### src/rtl/bind_probe_monitor_pkg.sv
// rtl/bind_probe_monitor_pkg.sv - shared state encoding and probe index constants
package bind_probe_monitor_pkg;

  typedef enum logic [1:0] {
    ST_IDLE,
    ST_SETTLE,
    ST_CHECK,
    ST_DONE
  } state_t;

  localparam logic [1:0] PRB_NONE = 2'd0;
  localparam logic [1:0] PRB_P1   = 2'd1;
  localparam logic [1:0] PRB_P2   = 2'd2;
  localparam logic [1:0] PRB_P3   = 2'd3;

endpackage

### src/rtl/bind_probe_monitor_sat_add_cnt.sv
// rtl/bind_probe_monitor_sat_add_cnt.sv - saturating accumulator with clear and 2-bit increment
module sat_add_cnt #(
  parameter int CNT_W = 8
) (
  input  logic             clk,
  input  logic             reset_l,
  input  logic             clr,
  input  logic             en,
  input  logic [1:0]       inc,
  output logic [CNT_W-1:0] cnt
);

  logic [CNT_W:0] sum;

  // One extra bit catches the carry so the count pins at all-ones.
  assign sum = {1'b0, cnt} + (CNT_W+1)'(inc);

  always_ff @(posedge clk) begin
    if (!reset_l || clr) begin
      cnt <= '0;
    end else if (en) begin
      cnt <= sum[CNT_W] ? '1 : sum[CNT_W-1:0];
    end
  end

endmodule

### src/rtl/bind_probe_monitor.sv
// rtl/bind_probe_monitor.sv - windowed compare of three bound probes with sticky verdict
module bind_probe_monitor
  import bind_probe_monitor_pkg::*;
#(
  parameter int          WIDTH         = 8,
  parameter int unsigned EXP1          = 32'h04,
  parameter int unsigned EXP2          = 32'h05,
  parameter int unsigned EXP3          = 32'h06,
  parameter int          SETTLE_CYCLES = 2,
  parameter int          CHECK_CYCLES  = 4,
  parameter int          TIMEOUT       = 16,
  parameter int          CNT_W         = 8
) (
  input  logic             clk,
  input  logic             reset_l,
  input  logic             start,
  input  logic             valid,
  input  logic [WIDTH-1:0] p1,
  input  logic [WIDTH-1:0] p2,
  input  logic [WIDTH-1:0] p3,
  output logic             busy,
  output logic             done,
  output logic             pass,
  output logic             timeout,
  output logic [CNT_W-1:0] err_count,
  output logic [1:0]       first_err_idx,
  output logic [WIDTH-1:0] first_err_val,
  output logic [CNT_W-1:0] first_err_sample
);

  localparam logic [WIDTH-1:0] E1 = WIDTH'(EXP1);
  localparam logic [WIDTH-1:0] E2 = WIDTH'(EXP2);
  localparam logic [WIDTH-1:0] E3 = WIDTH'(EXP3);
  localparam int SET_W  = $clog2(SETTLE_CYCLES + 1);
  localparam int IDLE_W = $clog2(TIMEOUT + 1);

  state_t            state;
  logic [SET_W-1:0]  settle_cnt;
  logic [CNT_W-1:0]  sample_cnt;
  logic [IDLE_W-1:0] idle_cnt;
  logic              m1, m2, m3;
  logic [1:0]        n_miss;
  logic              start_ok;
  logic              chk;

  always_comb begin
    m1       = (p1 != E1);
    m2       = (p2 != E2);
    m3       = (p3 != E3);
    n_miss   = {1'b0, m1} + {1'b0, m2} + {1'b0, m3};
    start_ok = start && (state == ST_IDLE || state == ST_DONE);
    chk      = (state == ST_CHECK) && valid;
  end

  sat_add_cnt #(.CNT_W(CNT_W)) u_err_cnt (
    .clk     (clk),
    .reset_l (reset_l),
    .clr     (start_ok),
    .en      (chk),
    .inc     (n_miss),
    .cnt     (err_count)
  );

  // busy/done/pass decode only registered state, never live inputs.
  assign busy = (state == ST_SETTLE) || (state == ST_CHECK);
  assign done = (state == ST_DONE);
  assign pass = done && (err_count == '0) && !timeout;

  always_ff @(posedge clk) begin
    if (!reset_l) begin
      state            <= ST_IDLE;
      settle_cnt       <= '0;
      sample_cnt       <= '0;
      idle_cnt         <= '0;
      timeout          <= 1'b0;
      first_err_idx    <= PRB_NONE;
      first_err_val    <= '0;
      first_err_sample <= '0;
    end else begin
      case (state)
        ST_IDLE, ST_DONE: begin
          if (start) begin
            state            <= ST_SETTLE;
            settle_cnt       <= '0;
            sample_cnt       <= '0;
            idle_cnt         <= '0;
            timeout          <= 1'b0;
            first_err_idx    <= PRB_NONE;
            first_err_val    <= '0;
            first_err_sample <= '0;
          end
        end
        ST_SETTLE: begin
          if (settle_cnt == SET_W'(SETTLE_CYCLES - 1)) begin
            state      <= ST_CHECK;
            settle_cnt <= '0;
          end else begin
            settle_cnt <= settle_cnt + SET_W'(1);
          end
        end
        ST_CHECK: begin
          if (valid) begin
            idle_cnt   <= '0;
            sample_cnt <= sample_cnt + CNT_W'(1);
            // Lowest probe index wins when several miss in one sample.
            if (first_err_idx == PRB_NONE && n_miss != 2'd0) begin
              first_err_sample <= sample_cnt;
              if (m1) begin
                first_err_idx <= PRB_P1;
                first_err_val <= p1;
              end else if (m2) begin
                first_err_idx <= PRB_P2;
                first_err_val <= p2;
              end else begin
                first_err_idx <= PRB_P3;
                first_err_val <= p3;
              end
            end
            if (sample_cnt == CNT_W'(CHECK_CYCLES - 1)) begin
              state <= ST_DONE;
            end
          end else begin
            idle_cnt <= idle_cnt + IDLE_W'(1);
            if (idle_cnt == IDLE_W'(TIMEOUT - 1)) begin
              state   <= ST_DONE;
              timeout <= 1'b1;
            end
          end
        end
        default: state <= ST_IDLE;
      endcase
    end
  end

endmodule
### config.mk
export PLATFORM = sky130hd
export DESIGN_NAME = bind_probe_monitor
export DESIGN_NICKNAME = d
export VERILOG_FILES = /design/src/rtl/bind_probe_monitor_pkg.sv /design/src/rtl/bind_probe_monitor_sat_add_cnt.sv /design/src/rtl/bind_probe_monitor.sv
export SDC_FILE = /design/constraint.sdc
export NUM_CORES = 1
export LEC_CHECK = 0
export BUFFER_PORTS_ARGS = -buffer_cell sky130_fd_sc_hd__buf_2
export CAP_MARGIN = 20
export CORE_UTILIZATION = 57
export DETAILED_ROUTE_END_ITERATION = 10
export PLACE_DENSITY = 0.84
export REMOVE_ABC_BUFFERS = 1
export SYNTH_ARGS = -nofsm -noshare
export SYNTH_HDL_FRONTEND = slang
export SYNTH_HIERARCHICAL = 1
export SYNTH_SLANG_ARGS = --single-unit
### constraint.sdc
create_clock -name clk -period 5.8 [get_ports clk]
set_input_delay 1.74 -clock clk [delete_from_list [all_inputs] [get_ports clk]]
set_output_delay 1.74 -clock clk [all_outputs]
set_load 0.005 [all_outputs]
== After elaboration in Yosys (flattened, before gate mapping) ==
Index checks and enable logic that the tools add are counted.

* Register bits: 44
* Input port bits: 28
* Output and inout bits: 30
* Logic and storage cells: 88

* Add/sub/neg operators: 6
* Equality and inequality tests: 17
* Mux-type cells: 33
* Reduce and logical (&&, ||, !) cells: 23

{| class="wikitable"
|+ Operators by type and width
! kind !! number
|-
| 8-bit 2-to-1 mux || 9
|-
| 8-bit one-hot mux with 2 select lines || 3
|-
| 8-bit by 3-bit inequality test with 1-bit output, second input constant || 3
|-
| 2-bit 2-to-1 mux || 10
|-
| 4-bit AND reduction || 3
|-
| 5-bit 2-to-1 mux || 2
|-
| 5-bit one-hot mux with 2 select lines || 1
|-
| 8-bit by 2-bit adder with 9-bit output || 1
|-
| 8-bit by 1-bit adder with 8-bit output, second input constant || 1
|-
| 8-bit by 2-bit == test with 1-bit output, second input constant || 1
|-
| 8-bit zero test || 1
|-
| 2-bit one-hot mux with 2 select lines || 2
|-
| 2-bit by 1-bit inequality test with 1-bit output, second input constant || 3
|-
| 2-bit inequality test, second input constant || 3
|-
| 3-bit by 2-bit inequality test with 1-bit output, second input constant || 2
|-
| 2-bit one-hot mux with 3 select lines || 1
|-
| 2-bit nonzero test || 3
|-
| 5-bit by 1-bit adder with 5-bit output, second input constant || 1
|-
| 5-bit by 4-bit == test with 1-bit output, second input constant || 1
|-
| 1-bit logical AND || 5
|-
| 2-bit by 1-bit == test with 1-bit output, second input constant || 2
|-
| 2-bit == test, second input constant || 2
|-
| 2-bit zero test || 2
|-
| 1-bit 2-to-1 mux || 4
|-
| 9 further kinds || 13
|}

== Longest topological paths before layout ==
* Depth after elaboration: 8
* Depth in mapped cells: 11
* Depth with buffers taken out: 9

== Hierarchy ==
Netlist, hierarchy kept.

{| class="wikitable"
|+ Modules (own cells, without submodules)
! module !! times used !! cells each !! area an instance (um^2) !! seq. area each (um^2)
|-
| bind_probe_monitor || 1 || 192 || 1,883.1 || 720.7
|-
| sat_add_cnt || 1 || 51 || 437.9 || 160.2
|}

== Least setup slack after synthesis ==
OpenSTA, ideal clock, no wires.

* Kind: input to register
* Start: input port p2[4]
* End: register u_err_cnt.cnt[5]
* Setup time: 0.074 ns
* Arrival: 4.080 ns
* Required time: 5.726 ns
* Slack: 1.645 ns
* Stages on the path: 10
* Buffers on the path: 1
* Cells stage by stage: nor4_4 > nand2_1 > fa_1 > ha_1 > inv_1 > fa_1 > and3b_2 > buf_2 > nand4_1 > a31oi_1

* Word-level cells in the longest chain between the ends: 5

{| class="wikitable"
|+ Ends and longest elaborated chain
! item !! RTL line !! text
|-
| start, declared || bind_probe_monitor.sv:19 || <nowiki>input logic [WIDTH-1:0] p2,</nowiki>
|-
| 8-bit by 3-bit inequality test with 1-bit output || bind_probe_monitor.sv:48 || <nowiki>m2 = (p2 != E2);</nowiki>
|-
| 1-bit by 1-bit adder with 2-bit output || bind_probe_monitor.sv:50 || <nowiki>n_miss = {1'b0, m1} + {1'b0, m2} + {1'b0, m3};</nowiki>
|-
| 2-bit by 1-bit adder with 2-bit output || bind_probe_monitor.sv:50 ||
|-
| net n_miss[0] || bind_probe_monitor.sv:42 || <nowiki>logic [1:0] n_miss;</nowiki>
|-
| 8-bit by 2-bit adder with 9-bit output || bind_probe_monitor_sat_add_cnt.sv:16 || <nowiki>assign sum = {1'b0, cnt} + (CNT_W+1)'(inc);</nowiki>
|-
| 8-bit 2-to-1 mux || bind_probe_monitor_sat_add_cnt.sv:22 || <nowiki>cnt <= sum[CNT_W] ? '1 : sum[CNT_W-1:0];</nowiki>
|-
| end signal, assigned || bind_probe_monitor_sat_add_cnt.sv:22 ||
|-
| end, declared || bind_probe_monitor_sat_add_cnt.sv:10 || <nowiki>output logic [CNT_W-1:0] cnt</nowiki>
|}

The timed path passes the listed nets, and every way through them passes these cells.
A chain may end at the register's enable or synchronous reset.

== Worst setup path after layout ==
* Start: input port p2[4]
* End: register u_err_cnt.cnt[3]

Same word-level chain as after synthesis.

==> flow_metrics.tcl <==
set metrics [dict create \
    dieArea_um2 4330 \
    grt_pass1_vias 1926 \
    num_rows 22 \
    post-route-util_pct 72.8 \
    nets 337 \
    slowest_stage "fa_1" \
    synth_edf_count 0 \
    drc_errors 0 \
    antenna_found_initial 0 \
    cts_setup_buffers 0 \
    critical_path.top_delay_family "adder cells" \
    critPathBufInv 2 \
    clk_pin_slew_ns 0.08 \
    cts.sinks 44 \
    path_cells "buf_2 -> nor4_4 -> nand2_1 -> fa_1 -> ha_1 -> inv_1 -> fa_1 -> and3b_2 -> nand4_1 -> a31oi_1" \
    fillers 292 \
    portBuffers 57 \
    ctsResizeCount 0 \
    drtAntennaViolNets 0 \
    ys_warn_count 6 \
    critPathCaptureType "register" \
    rsz0062_at_grt "false" \
    setup_tns_ns 0 \
    ys_seq_area_share_pct 38.0 \
    cap_violations 0 \
    drive_gt1_share_pct 28.1 \
    synth_cells 243 \
    io_pins 58 \
    netlist_area_um2 2320 \
    avgSynthCellArea_um2 9.55 \
    worstMarginPinSlew_ns 0.739 \
    max_stage_delay_ns 0.58 \
    hold_start "settle_cnt[1]" \
    firstDrtPassIters 4 \
    ir_drop_mv 0.238 \
    cts_tree "built" \
    path_common_cell "fa_1" \
    fmax_mhz 236 \
    dr.max_layer_used "met4" \
    fp.coreArea_um2 3770 \
    finalHoldViolCount 0 \
    overflow 0 \
    final_common_cell "buf_2" \
    clk_latency_ns 0.29 \
    route.final.wire_length_mm 5.17 \
    h-tree-depth 2 \
    viasPerCell 5.97 \
    die_x_um 65.8 \
    stdcell_count 347 \
    synthArstFlopShare_pct 0 \
    whs_ns 0.441 \
    synthFlopType "dfxtp_1" \
    r2r_start "state[0]" \
    startpoint "p2[4]" \
    vias 2070 \
    wl_met2_mm 2.38 \
    wl_met3_um 290 \
    wl_met1_mm 2.43 \
    hpwlAfterDp_mm 3.84 \
    grt_pass1_wl_mm 8.44 \
    die_h_um 65.8 \
    cts_root_buf "clkbuf_8" \
    finalSetupViolations 0 \
    cp.required_ns 6.02 \
    cts_inserted_buffers 5 \
    fin_crit_sh_pct 73.1 \
    clock_skew_ns 0.00619 \
    max-slew-margin-rel_pct 50.5 \
    grt_max_degree 15 \
    first_iter_violations 81 \
    power.density_nw_per_um2 337 \
    start_util_pct 61.5 \
    path_class "input pin to register" \
    grt_use_total_pct 25.3 \
    synth_seq_cells 44 \
    placedCellCount 339 \
    clk_path_buf_depth 2 \
    worstPathArrival_ns 4.46 \
    diodes 0 \
    slew_viol_final 0 \
    ys_types 56 \
    start_kind "input pin" \
    hold_class "register to register" \
    wl_per_cell_um 14.9 \
    area_growth_syn_to_layout_pct 18.3 \
    layout_min_cycle_time_ns 4.24 \
    p_leak_nw 1.12 \
    postCtsHoldBufs 0 \
    layout_common_cells "buf_2, dfxtp_1, nor2_1, a21oi_1, inv_1" \
    gp_congestion 0.855 \
    outcome "completed" \
    crit_fanout 9 \
]
==> routing by layer <==
metal | vias up | GRT usage [%]
met5 | - | 0
met4 | 0 | 5.71
met3 | 8 | 5.69
met2 | 75 | 42.3
met1 | 955 | 32.8
li1 | 1032 | -
==> layout make-up <==
cell class / instances / area, µm² / share of cell area [%]
multi-input cells: 176 / 1340 / 48.6
flip-flops and latches: 44 / 881 / 32.1
repair buffers: 58 / 293 / 10.7
clock buffers: 7 / 96.3 / 3.51
well taps: 48 / 60.1 / 2.19
inverters: 13 / 50.0 / 1.82
clock inverters: 1 / 30.0 / 1.09
==> cell usage after synthesis, types with 6 or more instances <==
library cell | number | area [µm²]
dfxtp_1 | 44 | 881
a21oi_1 | 20 | 100
nor2_1 | 20 | 75.1
inv_1 | 12 | 45.0
nand2_1 | 10 | 37.5
or3_1 | 10 | 62.6
ha_1 | 9 | 113
a22o_1 | 8 | 70.1
a31oi_1 | 8 | 50.1
nor4_1 | 7 | 43.8
a32oi_1 | 6 | 52.6
o21ai_0 | 6 | 30.0
==> path summary, 6_finish.rpt <==
path / to / slack [ns] / cells after the start
max: u_err_cnt/cnt[3] / 1.56 / 10
min: settle_cnt[1] / 0.44 / 1
max reg2reg: first_err_val[5] / 3.44 / 6
min reg2reg: settle_cnt[1] / 0.44 / 1
==> sequential cells by signal, indices dropped and copies added, names as in the netlist <==
signal            cells
first_err_val         8
state                 2
sample_cnt            8
first_err_idx         2
settle_cnt            2
first_err_sample      8
idle_cnt              5
timeout               1
u_err_cnt/cnt         8
==> report_power, final <==
| part | switching [mW] | leakage, nW | total (mW) | internal [mW] |
|---|---|---|---|---|
| clock network | 0.0991 | 0.0645 | 0.251 | 0.152 |
| registers | 0.0238 | 0.356 | 0.351 | 0.327 |
| logic | 0.196 | 0.704 | 0.323 | 0.127 |
==> metrics by stage <==
stage                     setup slack (ns)  area [µm²]  power (mW)
final                                 1.56        2750       0.925
after global placement                1.40        2620       0.669
after detailed placement              1.28        2620       0.676
after CTS                             1.59        2750       0.928
after global routing                  1.37        2750       0.982
after floorplan                       1.20        2270       0.590
==> kinds of logic (layout without fill, tap and decap cells) <==
logic type               after synthesis  in the layout  share of synthesized area, %
AO/OA/AOI/OAI                         65             65                          20.3
XOR/XNOR                               7              7                          2.64
adder cells (fa/ha/maj)               11             11                          6.58
buffers and inverters                 23             79                          4.53
flip-flops                            44             44                          38.0
multiplexers                           5              5                          2.43
AND/OR/NAND/NOR                       88             88                          25.6
(Power assumes the default switching activity.)
